File: config.mk
export PLATFORM = sky130hd
export DESIGN_NAME = id_ex_reg_flat
export DESIGN_NICKNAME = d
export VERILOG_FILES = /design/src/rtl/id_ex_reg_if.sv /design/src/rtl/id_ex_reg.sv /design/src/flat_wrapper.sv
export SDC_FILE = /design/constraint.sdc
export NUM_CORES = 1
export LEC_CHECK = 0
export BUFFER_PORTS_ARGS = -buffer_cell sky130_fd_sc_hd__buf_2
export CAP_MARGIN = 0
export CORE_ASPECT_RATIO = 0.5
export CORE_MARGIN = 2
export CORE_UTILIZATION = 46
export DETAILED_ROUTE_END_ITERATION = 8
export PLACE_DENSITY = 0.8
export SKIP_CTS_REPAIR_TIMING = 1
export SYNTH_ARGS = -nofsm -noshare
export SYNTH_HDL_FRONTEND = slang
export SYNTH_SLANG_ARGS = --single-unit
File: constraint.sdc
create_clock -name clk_i -period 2.28 [get_ports clk_i]
set_clock_uncertainty 0.05 [all_clocks]
set_input_delay 0.342 -clock clk_i [delete_from_list [all_inputs] [get_ports clk_i]]
set_output_delay 0.342 -clock clk_i [all_outputs]
set_load 0.01 [all_outputs]
File: src/rtl/id_ex_reg_if.sv
// ID/EX pipeline register bus: decoded ID-stage fields in, registered EX-stage fields out.
// The ID stage drives through master; the pipeline register itself connects as slave.
interface id_ex_reg_if #(
    parameter int CNT_W = 16
);
    logic             Enable_i;
    logic             Flush_i;
    logic             Ctrl_Sel_i;
    logic             RegWrite_i;
    logic             MemtoReg_i;
    logic             MemRead_i;
    logic             MemWrite_i;
    logic             ALUSrc_i;
    logic             RegDst_i;
    logic [1:0]       ALUOp_i;
    logic [31:0]      RSdata_i;
    logic [31:0]      RTdata_i;
    logic [31:0]      SignExt_i;
    logic [4:0]       Rs_i;
    logic [4:0]       Rt_i;
    logic [4:0]       Rd_i;

    logic             RegWrite_o;
    logic             MemtoReg_o;
    logic             MemRead_o;
    logic             MemWrite_o;
    logic             ALUSrc_o;
    logic             RegDst_o;
    logic [1:0]       ALUOp_o;
    logic [31:0]      RSdata_o;
    logic [31:0]      RTdata_o;
    logic [31:0]      SignExt_o;
    logic [4:0]       Rs_o;
    logic [4:0]       Rt_o;
    logic [4:0]       Rd_o;
    logic             Valid_o;
    logic [CNT_W-1:0] BubbleCnt_o;
    logic [CNT_W-1:0] FlushCnt_o;

    modport master (
        output Enable_i, Flush_i, Ctrl_Sel_i,
        output RegWrite_i, MemtoReg_i, MemRead_i, MemWrite_i, ALUSrc_i, RegDst_i, ALUOp_i,
        output RSdata_i, RTdata_i, SignExt_i, Rs_i, Rt_i, Rd_i,
        input  RegWrite_o, MemtoReg_o, MemRead_o, MemWrite_o, ALUSrc_o, RegDst_o, ALUOp_o,
        input  RSdata_o, RTdata_o, SignExt_o, Rs_o, Rt_o, Rd_o,
        input  Valid_o, BubbleCnt_o, FlushCnt_o
    );

    modport slave (
        input  Enable_i, Flush_i, Ctrl_Sel_i,
        input  RegWrite_i, MemtoReg_i, MemRead_i, MemWrite_i, ALUSrc_i, RegDst_i, ALUOp_i,
        input  RSdata_i, RTdata_i, SignExt_i, Rs_i, Rt_i, Rd_i,
        output RegWrite_o, MemtoReg_o, MemRead_o, MemWrite_o, ALUSrc_o, RegDst_o, ALUOp_o,
        output RSdata_o, RTdata_o, SignExt_o, Rs_o, Rt_o, Rd_o,
        output Valid_o, BubbleCnt_o, FlushCnt_o
    );
endinterface

File: src/rtl/id_ex_reg.sv
// ID/EX pipeline register with hold, flush and bubble insertion plus saturating
// bubble/flush statistics counters. Every output comes straight from a flop.
module id_ex_reg #(
    parameter int CNT_W = 16
) (
    input logic         clk_i,
    input logic         rst_i,
    id_ex_reg_if.slave  bus
);

    function automatic logic [CNT_W-1:0] sat_inc(input logic [CNT_W-1:0] cnt);
        return (&cnt) ? cnt : cnt + CNT_W'(1);
    endfunction

    // Priority: reset, hold (Enable_i low), flush, bubble, load.
    always_ff @(posedge clk_i) begin
        if (rst_i) begin
            bus.RegWrite_o  <= 1'b0;
            bus.MemtoReg_o  <= 1'b0;
            bus.MemRead_o   <= 1'b0;
            bus.MemWrite_o  <= 1'b0;
            bus.ALUSrc_o    <= 1'b0;
            bus.RegDst_o    <= 1'b0;
            bus.ALUOp_o     <= 2'b00;
            bus.RSdata_o    <= 32'd0;
            bus.RTdata_o    <= 32'd0;
            bus.SignExt_o   <= 32'd0;
            bus.Rs_o        <= 5'd0;
            bus.Rt_o        <= 5'd0;
            bus.Rd_o        <= 5'd0;
            bus.Valid_o     <= 1'b0;
            bus.BubbleCnt_o <= '0;
            bus.FlushCnt_o  <= '0;
        end else if (bus.Enable_i) begin
            if (bus.Flush_i) begin
                bus.RegWrite_o <= 1'b0;
                bus.MemtoReg_o <= 1'b0;
                bus.MemRead_o  <= 1'b0;
                bus.MemWrite_o <= 1'b0;
                bus.ALUSrc_o   <= 1'b0;
                bus.RegDst_o   <= 1'b0;
                bus.ALUOp_o    <= 2'b00;
                bus.RSdata_o   <= 32'd0;
                bus.RTdata_o   <= 32'd0;
                bus.SignExt_o  <= 32'd0;
                bus.Rs_o       <= 5'd0;
                bus.Rt_o       <= 5'd0;
                bus.Rd_o       <= 5'd0;
                bus.Valid_o    <= 1'b0;
                bus.FlushCnt_o <= sat_inc(bus.FlushCnt_o);
            end else begin
                // Operands and specifiers are captured on both bubble and load; only control differs.
                bus.RSdata_o   <= bus.RSdata_i;
                bus.RTdata_o   <= bus.RTdata_i;
                bus.SignExt_o  <= bus.SignExt_i;
                bus.Rs_o       <= bus.Rs_i;
                bus.Rt_o       <= bus.Rt_i;
                bus.Rd_o       <= bus.Rd_i;
                if (!bus.Ctrl_Sel_i) begin
                    bus.RegWrite_o  <= 1'b0;
                    bus.MemtoReg_o  <= 1'b0;
                    bus.MemRead_o   <= 1'b0;
                    bus.MemWrite_o  <= 1'b0;
                    bus.ALUSrc_o    <= 1'b0;
                    bus.RegDst_o    <= 1'b0;
                    bus.ALUOp_o     <= 2'b00;
                    bus.Valid_o     <= 1'b0;
                    bus.BubbleCnt_o <= sat_inc(bus.BubbleCnt_o);
                end else begin
                    bus.RegWrite_o <= bus.RegWrite_i;
                    bus.MemtoReg_o <= bus.MemtoReg_i;
                    bus.MemRead_o  <= bus.MemRead_i;
                    bus.MemWrite_o <= bus.MemWrite_i;
                    bus.ALUSrc_o   <= bus.ALUSrc_i;
                    bus.RegDst_o   <= bus.RegDst_i;
                    bus.ALUOp_o    <= bus.ALUOp_i;
                    bus.Valid_o    <= 1'b1;
                end
            end
        end
    end

endmodule

File: src/flat_wrapper.sv
// flat-port wrapper written by rule: the top's interface ports become plain ports
module id_ex_reg_flat 
#(
    parameter int CNT_W = 16
)
  (clk_i, rst_i, bus_Enable_i, bus_Flush_i, bus_Ctrl_Sel_i, bus_RegWrite_i, bus_MemtoReg_i, bus_MemRead_i, bus_MemWrite_i, bus_ALUSrc_i, bus_RegDst_i, bus_ALUOp_i, bus_RSdata_i, bus_RTdata_i, bus_SignExt_i, bus_Rs_i, bus_Rt_i, bus_Rd_i, bus_RegWrite_o, bus_MemtoReg_o, bus_MemRead_o, bus_MemWrite_o, bus_ALUSrc_o, bus_RegDst_o, bus_ALUOp_o, bus_RSdata_o, bus_RTdata_o, bus_SignExt_o, bus_Rs_o, bus_Rt_o, bus_Rd_o, bus_Valid_o, bus_BubbleCnt_o, bus_FlushCnt_o);
  id_ex_reg_if #(.CNT_W(CNT_W)) bus_i ();
  input logic clk_i;
  input logic rst_i;
  input wire logic [$bits(bus_i.Enable_i)-1:0] bus_Enable_i;
  input wire logic [$bits(bus_i.Flush_i)-1:0] bus_Flush_i;
  input wire logic [$bits(bus_i.Ctrl_Sel_i)-1:0] bus_Ctrl_Sel_i;
  input wire logic [$bits(bus_i.RegWrite_i)-1:0] bus_RegWrite_i;
  input wire logic [$bits(bus_i.MemtoReg_i)-1:0] bus_MemtoReg_i;
  input wire logic [$bits(bus_i.MemRead_i)-1:0] bus_MemRead_i;
  input wire logic [$bits(bus_i.MemWrite_i)-1:0] bus_MemWrite_i;
  input wire logic [$bits(bus_i.ALUSrc_i)-1:0] bus_ALUSrc_i;
  input wire logic [$bits(bus_i.RegDst_i)-1:0] bus_RegDst_i;
  input wire logic [$bits(bus_i.ALUOp_i)-1:0] bus_ALUOp_i;
  input wire logic [$bits(bus_i.RSdata_i)-1:0] bus_RSdata_i;
  input wire logic [$bits(bus_i.RTdata_i)-1:0] bus_RTdata_i;
  input wire logic [$bits(bus_i.SignExt_i)-1:0] bus_SignExt_i;
  input wire logic [$bits(bus_i.Rs_i)-1:0] bus_Rs_i;
  input wire logic [$bits(bus_i.Rt_i)-1:0] bus_Rt_i;
  input wire logic [$bits(bus_i.Rd_i)-1:0] bus_Rd_i;
  output wire logic [$bits(bus_i.RegWrite_o)-1:0] bus_RegWrite_o;
  output wire logic [$bits(bus_i.MemtoReg_o)-1:0] bus_MemtoReg_o;
  output wire logic [$bits(bus_i.MemRead_o)-1:0] bus_MemRead_o;
  output wire logic [$bits(bus_i.MemWrite_o)-1:0] bus_MemWrite_o;
  output wire logic [$bits(bus_i.ALUSrc_o)-1:0] bus_ALUSrc_o;
  output wire logic [$bits(bus_i.RegDst_o)-1:0] bus_RegDst_o;
  output wire logic [$bits(bus_i.ALUOp_o)-1:0] bus_ALUOp_o;
  output wire logic [$bits(bus_i.RSdata_o)-1:0] bus_RSdata_o;
  output wire logic [$bits(bus_i.RTdata_o)-1:0] bus_RTdata_o;
  output wire logic [$bits(bus_i.SignExt_o)-1:0] bus_SignExt_o;
  output wire logic [$bits(bus_i.Rs_o)-1:0] bus_Rs_o;
  output wire logic [$bits(bus_i.Rt_o)-1:0] bus_Rt_o;
  output wire logic [$bits(bus_i.Rd_o)-1:0] bus_Rd_o;
  output wire logic [$bits(bus_i.Valid_o)-1:0] bus_Valid_o;
  output wire logic [$bits(bus_i.BubbleCnt_o)-1:0] bus_BubbleCnt_o;
  output wire logic [$bits(bus_i.FlushCnt_o)-1:0] bus_FlushCnt_o;
  assign bus_i.Enable_i = bus_Enable_i;
  assign bus_i.Flush_i = bus_Flush_i;
  assign bus_i.Ctrl_Sel_i = bus_Ctrl_Sel_i;
  assign bus_i.RegWrite_i = bus_RegWrite_i;
  assign bus_i.MemtoReg_i = bus_MemtoReg_i;
  assign bus_i.MemRead_i = bus_MemRead_i;
  assign bus_i.MemWrite_i = bus_MemWrite_i;
  assign bus_i.ALUSrc_i = bus_ALUSrc_i;
  assign bus_i.RegDst_i = bus_RegDst_i;
  assign bus_i.ALUOp_i = bus_ALUOp_i;
  assign bus_i.RSdata_i = bus_RSdata_i;
  assign bus_i.RTdata_i = bus_RTdata_i;
  assign bus_i.SignExt_i = bus_SignExt_i;
  assign bus_i.Rs_i = bus_Rs_i;
  assign bus_i.Rt_i = bus_Rt_i;
  assign bus_i.Rd_i = bus_Rd_i;
  assign bus_RegWrite_o = bus_i.RegWrite_o;
  assign bus_MemtoReg_o = bus_i.MemtoReg_o;
  assign bus_MemRead_o = bus_i.MemRead_o;
  assign bus_MemWrite_o = bus_i.MemWrite_o;
  assign bus_ALUSrc_o = bus_i.ALUSrc_o;
  assign bus_RegDst_o = bus_i.RegDst_o;
  assign bus_ALUOp_o = bus_i.ALUOp_o;
  assign bus_RSdata_o = bus_i.RSdata_o;
  assign bus_RTdata_o = bus_i.RTdata_o;
  assign bus_SignExt_o = bus_i.SignExt_o;
  assign bus_Rs_o = bus_i.Rs_o;
  assign bus_Rt_o = bus_i.Rt_o;
  assign bus_Rd_o = bus_i.Rd_o;
  assign bus_Valid_o = bus_i.Valid_o;
  assign bus_BubbleCnt_o = bus_i.BubbleCnt_o;
  assign bus_FlushCnt_o = bus_i.FlushCnt_o;
  id_ex_reg #(.CNT_W(CNT_W)) u_core (.clk_i(clk_i), .rst_i(rst_i), .bus(bus_i));
endmodule
==> impl_results.md, run 1 <==
* Status: completed
* Post-Layout Inst Area at around 0.0077 sq mm
* RSZ-0062 raised after global routing: no
* Worst Hold Depth at 3
* Die Wd at approximately 160 um
* Largest delay contributor family on the critical path: simple AND/OR/NAND/NOR gates
* Crit path buf inv count at 0
* Critical path class: flip-flop to flip-flop
* First-pass GRT wire length at 23.2 mm
* Total Wirelength at approximately 15 mm
* Crit path required time at approximately 2500 ps
* Synth-to-layout area growth at 36.7%
* # fillers at around 1000
* Pleak at 3.59 nW
* Max VDD drop at ~460 uV
* Diode count at 0
* Drc violations at 0
* Yosys cell types at 44
* Post-synth top area share at 0.538
* TritonCTS Buffers at 17
* Post-synthesis cell area at between 0.005 and 0.006 sq mm
* IO Pins at 276
* DRT antenna net count at 0
* GR Overflow Total at 0
* Sequential-to-total area share from yosys stat at 0.538
* Total GRT Usage at 0.218
* Pwr Density at approximately 770 mW/mm^2
* Max-cap viol count at 0
* Post-synth EDFFs at 0
* CP startpoint kind: flip-flop
* Commonest non-fill, non-tap cell in the layout: buf_2
* Min Tclk post-route at ~2000 ps
* Initial core utilization at 0.475
* Drt wl/cell at ~15 um
* Total negative slack at 0 ps
* Via count at about 5500
* Num Clock Sinks at between 150 and 200
* TritonCTS clock tree: built
* Post-synthesis area per instance at between 9 and 10 sq um
* Yosys warnings at 0
* Startpoint of the worst hold path: bus_RSdata_i[22]
* Crit path cell chain: nand4_2, or3_1, a211oi_1, mux2_1
* Crit path arrival time at 2180 ps
* Placed Area at 0.00717 sq mm
* Fmax achieved at approximately 510 MHz
* Vias in the first global route at slightly below 5000
* Port Buf Inserts at between 200 and 300
* Fraction of layout cells with a size suffix above 1 at 0.378
* Yosys top cell by area: dfxtp_1
* Worst setup startpoint: u_core.bus.BubbleCnt_o[8]
* RR Endpoint: u_core.bus.BubbleCnt_o[13]
* Relative slew slack at 0.530
* Commonest non-fill, non-tap cells in the layout: buf_2, dfxtp_1, nor2_1, a22oi_1, a21oi_1
* Synthesis-stage register bit count at approximately 150
* H-tree level count at 4
* Syn nets at 728
* Setup violations, final at 0
* Routability congestion estimate at 0.805
* Worst Hold Class: input pin to flip-flop
* Worst-margin pin slew at roughly 700 ps
* Die Height at around 82 um
* CTS root buf: clkbuf_16
* Final worst path period share at 0.855
* Fin. Hold Viols at 0
* Slowest cell delay on critical path at between 400 and 500 ps
* Syn Inst Count at approximately 600
* Area contributors post-synth: dfxtp_1, a22oi_1, nor2_1
* Largest net degree at the start of global routing at between 80 and 90
* Most used flip-flop cell after synthesis: dfxtp_1
* FP Rows at 28
* WHS Endpoint: u_core.bus.RSdata_o[22]
* Critical path peak fanout at 7
* Clk buf depth at 2
* Vias per cell at between 5 and 6
* Critical Path Sink Type: flip-flop
* Clk pin slew, worst setup/hold paths at about 70 ps
* FF-to-FF path depth at 4
* Post-DP HPWL at 10.7 mm
* Worst-Skew Late Latency at 400 ps
* R2r startpoint: u_core.bus.BubbleCnt_o[8]
* Initial antenna violation count at 0
* Worst R2R Setup Slack at around 330 ps
* Final net count at ~980
* FFs w/ async S/R, synth at 0
* Slew Viols, Final at 0
* Initial drt markers at around 510
* Core area at between 0.01 and 0.015 sq mm
* DRT Pass-1 Iters at 5
* Die area at about 0.013 sq mm
* Slowest stage cell, crit path: or3_1
[final cells by class]
| cell class | count | area, sq um | share of cell area |
|---|---|---|---|
| sequential | 152 | 3040 | 0.394 |
| timing repair buffer | 283 | 1490 | 0.193 |
| multi-input combinational | 393 | 2400 | 0.310 |
| tap | 165 | 206 | 0.0267 |
| clock buffer | 18 | 439 | 0.0568 |
| clock inverter | 14 | 116 | 0.0151 |
| inverter | 10 | 38.8 | 0.00502 |
[cells in the mapped netlist (2+ instances only)]
| cell type | count |
|---|---|
| nor3_1 | 5 |
| nor2b_1 | 6 |
| nand4_1 | 4 |
| nand3_1 | 7 |
| mux2_2 | 2 |
| nand2_1 | 11 |
| nand4_4 | 2 |
| nand2b_1 | 4 |
| a22oi_1 | 118 |
| dfxtp_1 | 152 |
| nand4_2 | 2 |
| o31ai_1 | 10 |
| ha_1 | 2 |
| a2111oi_2 | 2 |
| nor2_1 | 135 |
| inv_1 | 10 |
| or3_1 | 9 |
| and4_1 | 2 |
| mux2_1 | 6 |
| and2_1 | 3 |
| a21oi_1 | 22 |
| o21ai_0 | 7 |
| nor4_1 | 5 |
| or4_1 | 10 |
| buf_2 | 3 |
| clkbuf_1 | 43 |
| a211oi_1 | 3 |
[cells by family after synthesis]
family	share of synthesized area
AND/OR/NAND/NOR	0.184
AO/OA/AOI/OAI	0.215
flip-flops	0.538
buffers and inverters	0.0385
multiplexers	0.0177
adder cells (fa/ha/maj)	0.00442
XOR/XNOR	0.00155
[power by group]
part / leakage (nW) / switching [mW] / internal [mW] / total [mW]
sequential: 1.24 / 0.0426 / 2.74 / 2.78
combinational: 2.07 / 0.274 / 0.222 / 0.496
clock: 0.274 / 1.18 / 1.45 / 2.64
total: 3.59 / 1.50 / 4.41 / 5.91
[worst max-delay path by stage]
stage / endpoint / slack, ps / cells after the start
floorplan: u_core.bus.FlushCnt_o[6] / 430 / 6
global placement: u_core.bus.BubbleCnt_o[9] / 300 / 5
detailed placement: u_core.bus.BubbleCnt_o[10] / 270 / 5
CTS: u_core.bus.BubbleCnt_o[13] / 350 / 4
global route: u_core.bus.BubbleCnt_o[13] / 200 / 4
finish: u_core.bus.BubbleCnt_o[13] / 330 / 4
[worst register-to-register path, cell delays in order, from the launching register on]
cell and delay, ps:
dfxtp_1 440, nand4_2 220, or3_1 480, a211oi_1 300, mux2_1 350
[metrics by stage]
step	util	instances	setup WS (ps)	power (mW)	hold WS (ps)
2_1_floorplan	-	602	429	3.09	436
3_3_place_gp	0.602	1003	302	3.32	418
3_5_place_dp	0.602	1003	273	3.34	436
4_1_cts	0.649	1035	351	5.96	102
5_1_grt	0.649	1035	197	6.11	107
6_report	0.649	1035	330	5.91	115
[per-layer routing]
metal	routed length (um)	GRT usage	vias up
met4	252	0.0795	0
met3	668	0.0519	20
met2	7930	0.396	148
li1	-	-	2697
met5	0	0	-
met1	6500	0.259	2595
[sequential cells by signal (all words and copies together) (netlist names)]
name and count:
u_core.bus.BubbleCnt_o 16, u_core.bus.SignExt_o 32, u_core.bus.MemRead_o 1, u_core.bus.Valid_o 1, u_core.bus.MemWrite_o 1, u_core.bus.ALUSrc_o 1, u_core.bus.FlushCnt_o 16, u_core.bus.RSdata_o 32
u_core.bus.Rt_o 5, u_core.bus.RegWrite_o 1, u_core.bus.Rd_o 5, u_core.bus.RTdata_o 32, u_core.bus.RegDst_o 1, u_core.bus.Rs_o 5, u_core.bus.MemtoReg_o 1, u_core.bus.ALUOp_o 2
No activity file was read; power rests on OpenSTA's default activity.
==> inputs of run 2 (changes only) <==
--- a/config.mk
+++ b/config.mk
@@ -7,11 +7,13 @@
 export LEC_CHECK = 0
 export BUFFER_PORTS_ARGS = -buffer_cell sky130_fd_sc_hd__buf_2
 export CAP_MARGIN = 0
+export CELL_PAD_IN_SITES_DETAIL_PLACEMENT = 0
+export CELL_PAD_IN_SITES_GLOBAL_PLACEMENT = 1
 export CORE_ASPECT_RATIO = 0.5
 export CORE_MARGIN = 2
-export CORE_UTILIZATION = 46
+export CORE_UTILIZATION = 33
 export DETAILED_ROUTE_END_ITERATION = 8
-export PLACE_DENSITY = 0.8
+export PLACE_DENSITY_LB_ADDON = 0.1
 export SKIP_CTS_REPAIR_TIMING = 1
 export SYNTH_ARGS = -nofsm -noshare
 export SYNTH_HDL_FRONTEND = slang
==> run 2 against run 1 <==
Net effect: die area rose by 38%; global-route usage fell by 3.7 points; wire length rose by 9.4%.
==> impl_results.md, run 2 (synthesis results as in run 1) <==
* Placed Cells at 1070 (+6.7%)
* IO Pins at 276 (unchanged)
* Port Buf Inserts at 275 (unchanged)
* Initial core utilization at 0.342 (-0.133)
* Commonest non-fill, non-tap cell in the layout: buf_2
* Via count at 5394 (-1.2%)
* Worst-margin pin slew at 629 ps (-76.1 ps)
* Crit path cell chain: nand4_2, nor4_4, a211oi_1, mux2_1
* Critical path class: flip-flop to flip-flop
* Hold WS at 108 ps (-7.08 ps)
* Crit path arrival time at 2220 ps (+40 ps)
* RSZ-0062 raised after global routing: no
* Initial antenna violation count at 3 (+3)
* DRT antenna net count at 0 (unchanged)
* Diode count at 0 (unchanged)
* Worst Hold Class: input pin to flip-flop
* DRT Pass-1 Iters at 5 (unchanged)
* Drc violations at 0 (unchanged)
* Worst-Skew Late Latency at 410 ps (about the same)
* Fmax achieved at 508 MHz (-0.90%)
* Slowest stage cell, crit path: nor4_4
* Worst R2R Setup Slack at 310 ps (-20 ps)
* Tot Pwr at 6.14 mW (+3.8%)
* CP startpoint kind: flip-flop
* Max-cap viol count at 0 (unchanged)
* WHS Endpoint: u_core.bus.SignExt_o[24]
* Commonest non-fill, non-tap cells in the layout: buf_2, dfxtp_1, nor2_1, a22oi_1, a21oi_1
* Slowest cell delay on critical path at 620 ps (+140 ps)
* Non-Filler Instances at 1102 (+6.5%)
* Startpoint of the worst hold path: bus_SignExt_i[24]
* Largest delay contributor family on the critical path: simple AND/OR/NAND/NOR gates
* Critical Path Sink Type: flip-flop
* Drt wl/cell at 15.2 um (+2.7%)
* DR WL met3 at 1.21 mm (+81%)
* Routability congestion estimate at 0.763 (-5.3%)
* Slew Viols, Final at 0 (unchanged)
* Fraction of layout cells with a size suffix above 1 at 0.381 (+0.00241)
* Post-DP HPWL at 11.8 mm (+10%)
* Die Wd at 189 um (+18%)
* CTS root buf: clkbuf_16
* Fin. Hold Viols at 0 (unchanged)
* Die area at 0.0183 sq mm (+38%)
* Top sig layer: met5
* FF-to-FF path depth at 4 (unchanged)
* Initial drt markers at 260 (-49%)
* Die Height at 96.6 um (+17%)
* Worst Hold Depth at 3 (unchanged)
* Total Wirelength at 16.8 mm (+9.4%)
* R2r startpoint: u_core.bus.BubbleCnt_o[8]
* Crit path required time at 2530 ps (+20 ps)
* First-pass GRT wire length at 26.0 mm (+12%)
* H-tree level count at 4 (unchanged)
* Register area at 0.00304 sq mm (unchanged)
* Setup violations, final at 0 (unchanged)
* GR Overflow Total at 0 (unchanged)
* Crit path buf inv count at 0 (unchanged)
* Critical path peak fanout at 10 (+3)
* Area of the multi-input gates at 0.00240 sq mm (unchanged)
* Clk buf depth at 2 (unchanged)
* Final worst path period share at 0.863 (+0.00774)
* M1 WL at 7.19 mm (+11%)
* Synth-to-layout area growth at 39.9%
* TritonCTS Buffers at 17 (unchanged)
* Num Clock Sinks at 152 (unchanged)
* Total negative slack at 0 ps (unchanged)
* # fillers at 1668 (+62%)
* TritonCTS clock tree: built
* Min Tclk post-route at 1970 ps (+17.7 ps)
* Vias in the first global route at 5003 (+3.8%)
* Largest net degree at the start of global routing at 70 (-15%)
* Vias per cell at 4.89 (-7.2%)
* Util after Layout at 0.478 (-0.171)
* Detail Route met2 WL at 8.29 mm (+4.5%)
* Final net count at 988 (+0.51%)
* Top flop regs: u_core.bus.RSdata_o x32, u_core.bus.RTdata_o x32, u_core.bus.SignExt_o x32
* Clk pin slew, worst setup/hold paths at 70 ps (about the same)
* Pleak at 3.63 nW (+1.2%)
* Total GRT Usage at 0.181 (-0.0373)
* RR Endpoint: u_core.bus.BubbleCnt_o[13]
* Max VDD drop at 481 uV (+4.1%)
* Pwr Density at 776 mW/mm^2 (+1.5%)
* Status: completed
* Core area at 0.0166 sq mm (+39%)
* Relative slew slack at 0.577 (+0.0469)
* FP Rows at 33 (+18%)
run 2: cell types whose count changed in the layout (fill, tap and decap cells not counted):
cell        delta
clkbuf_1       +1
clkbuf_8       +1
clkinvlp_4     +2
buf_12         +2
inv_6          -2
inv_8          -1
bufinv_16      +2
clkinv_2       -1
buf_4          +3
clkinv_4       -2
run 2: power by group:
part	switching, mW	internal (mW)
Clock	1.16	1.69
Combinational	0.279	0.232
Sequential	0.0403	2.74
run 2: worst max path at each step:
stage	cells past startpoint	start	slack, ps	end
floorplan	6	u_core.bus.FlushCnt_o[0]	430	u_core.bus.FlushCnt_o[6]
global placement	5	bus_Enable_i	290	u_core.bus.BubbleCnt_o[9]
detailed placement	5	bus_Enable_i	180	u_core.bus.BubbleCnt_o[10]
CTS	4	u_core.bus.BubbleCnt_o[8]	300	u_core.bus.BubbleCnt_o[13]
global route	4	u_core.bus.BubbleCnt_o[8]	170	u_core.bus.BubbleCnt_o[13]
finish	4	u_core.bus.BubbleCnt_o[8]	310	u_core.bus.BubbleCnt_o[13]
run 2: area by class of cell:
type	count	area share
Multi-Input combinational cell	393	0.303
Tap cell	227	0.0359
Sequential cell	152	0.385
Timing Repair Buffer	288	0.196
Inverter	10	0.00490
Clock buffer	20	0.0577
Clock inverter	12	0.0177
run 2: metrics by stage:
| step | area (sq um) | setup slack (ps) |
|---|---|---|
| final | 7910 | 312 |
| after global routing | 7910 | 169 |
| after CTS | 7910 | 302 |
| after detailed placement | 7310 | 183 |
| after global placement | 7310 | 289 |
| after floorplan | 5660 | 429 |
run 2: routing by layer:
| metal | up-vias | global-route usage |
|---|---|---|
| met1 | 2541 | 0.218 |
| met4 | 2 | 0.0469 |
| met3 | 9 | 0.0679 |
| met2 | 141 | 0.307 |
| li1 | 2701 | - |
| met5 | - | 0 |
run 2: worst min-delay path, stage by stage:
cell	delay (ps)
buf_2	80
a22oi_1	50
nor2_1	70
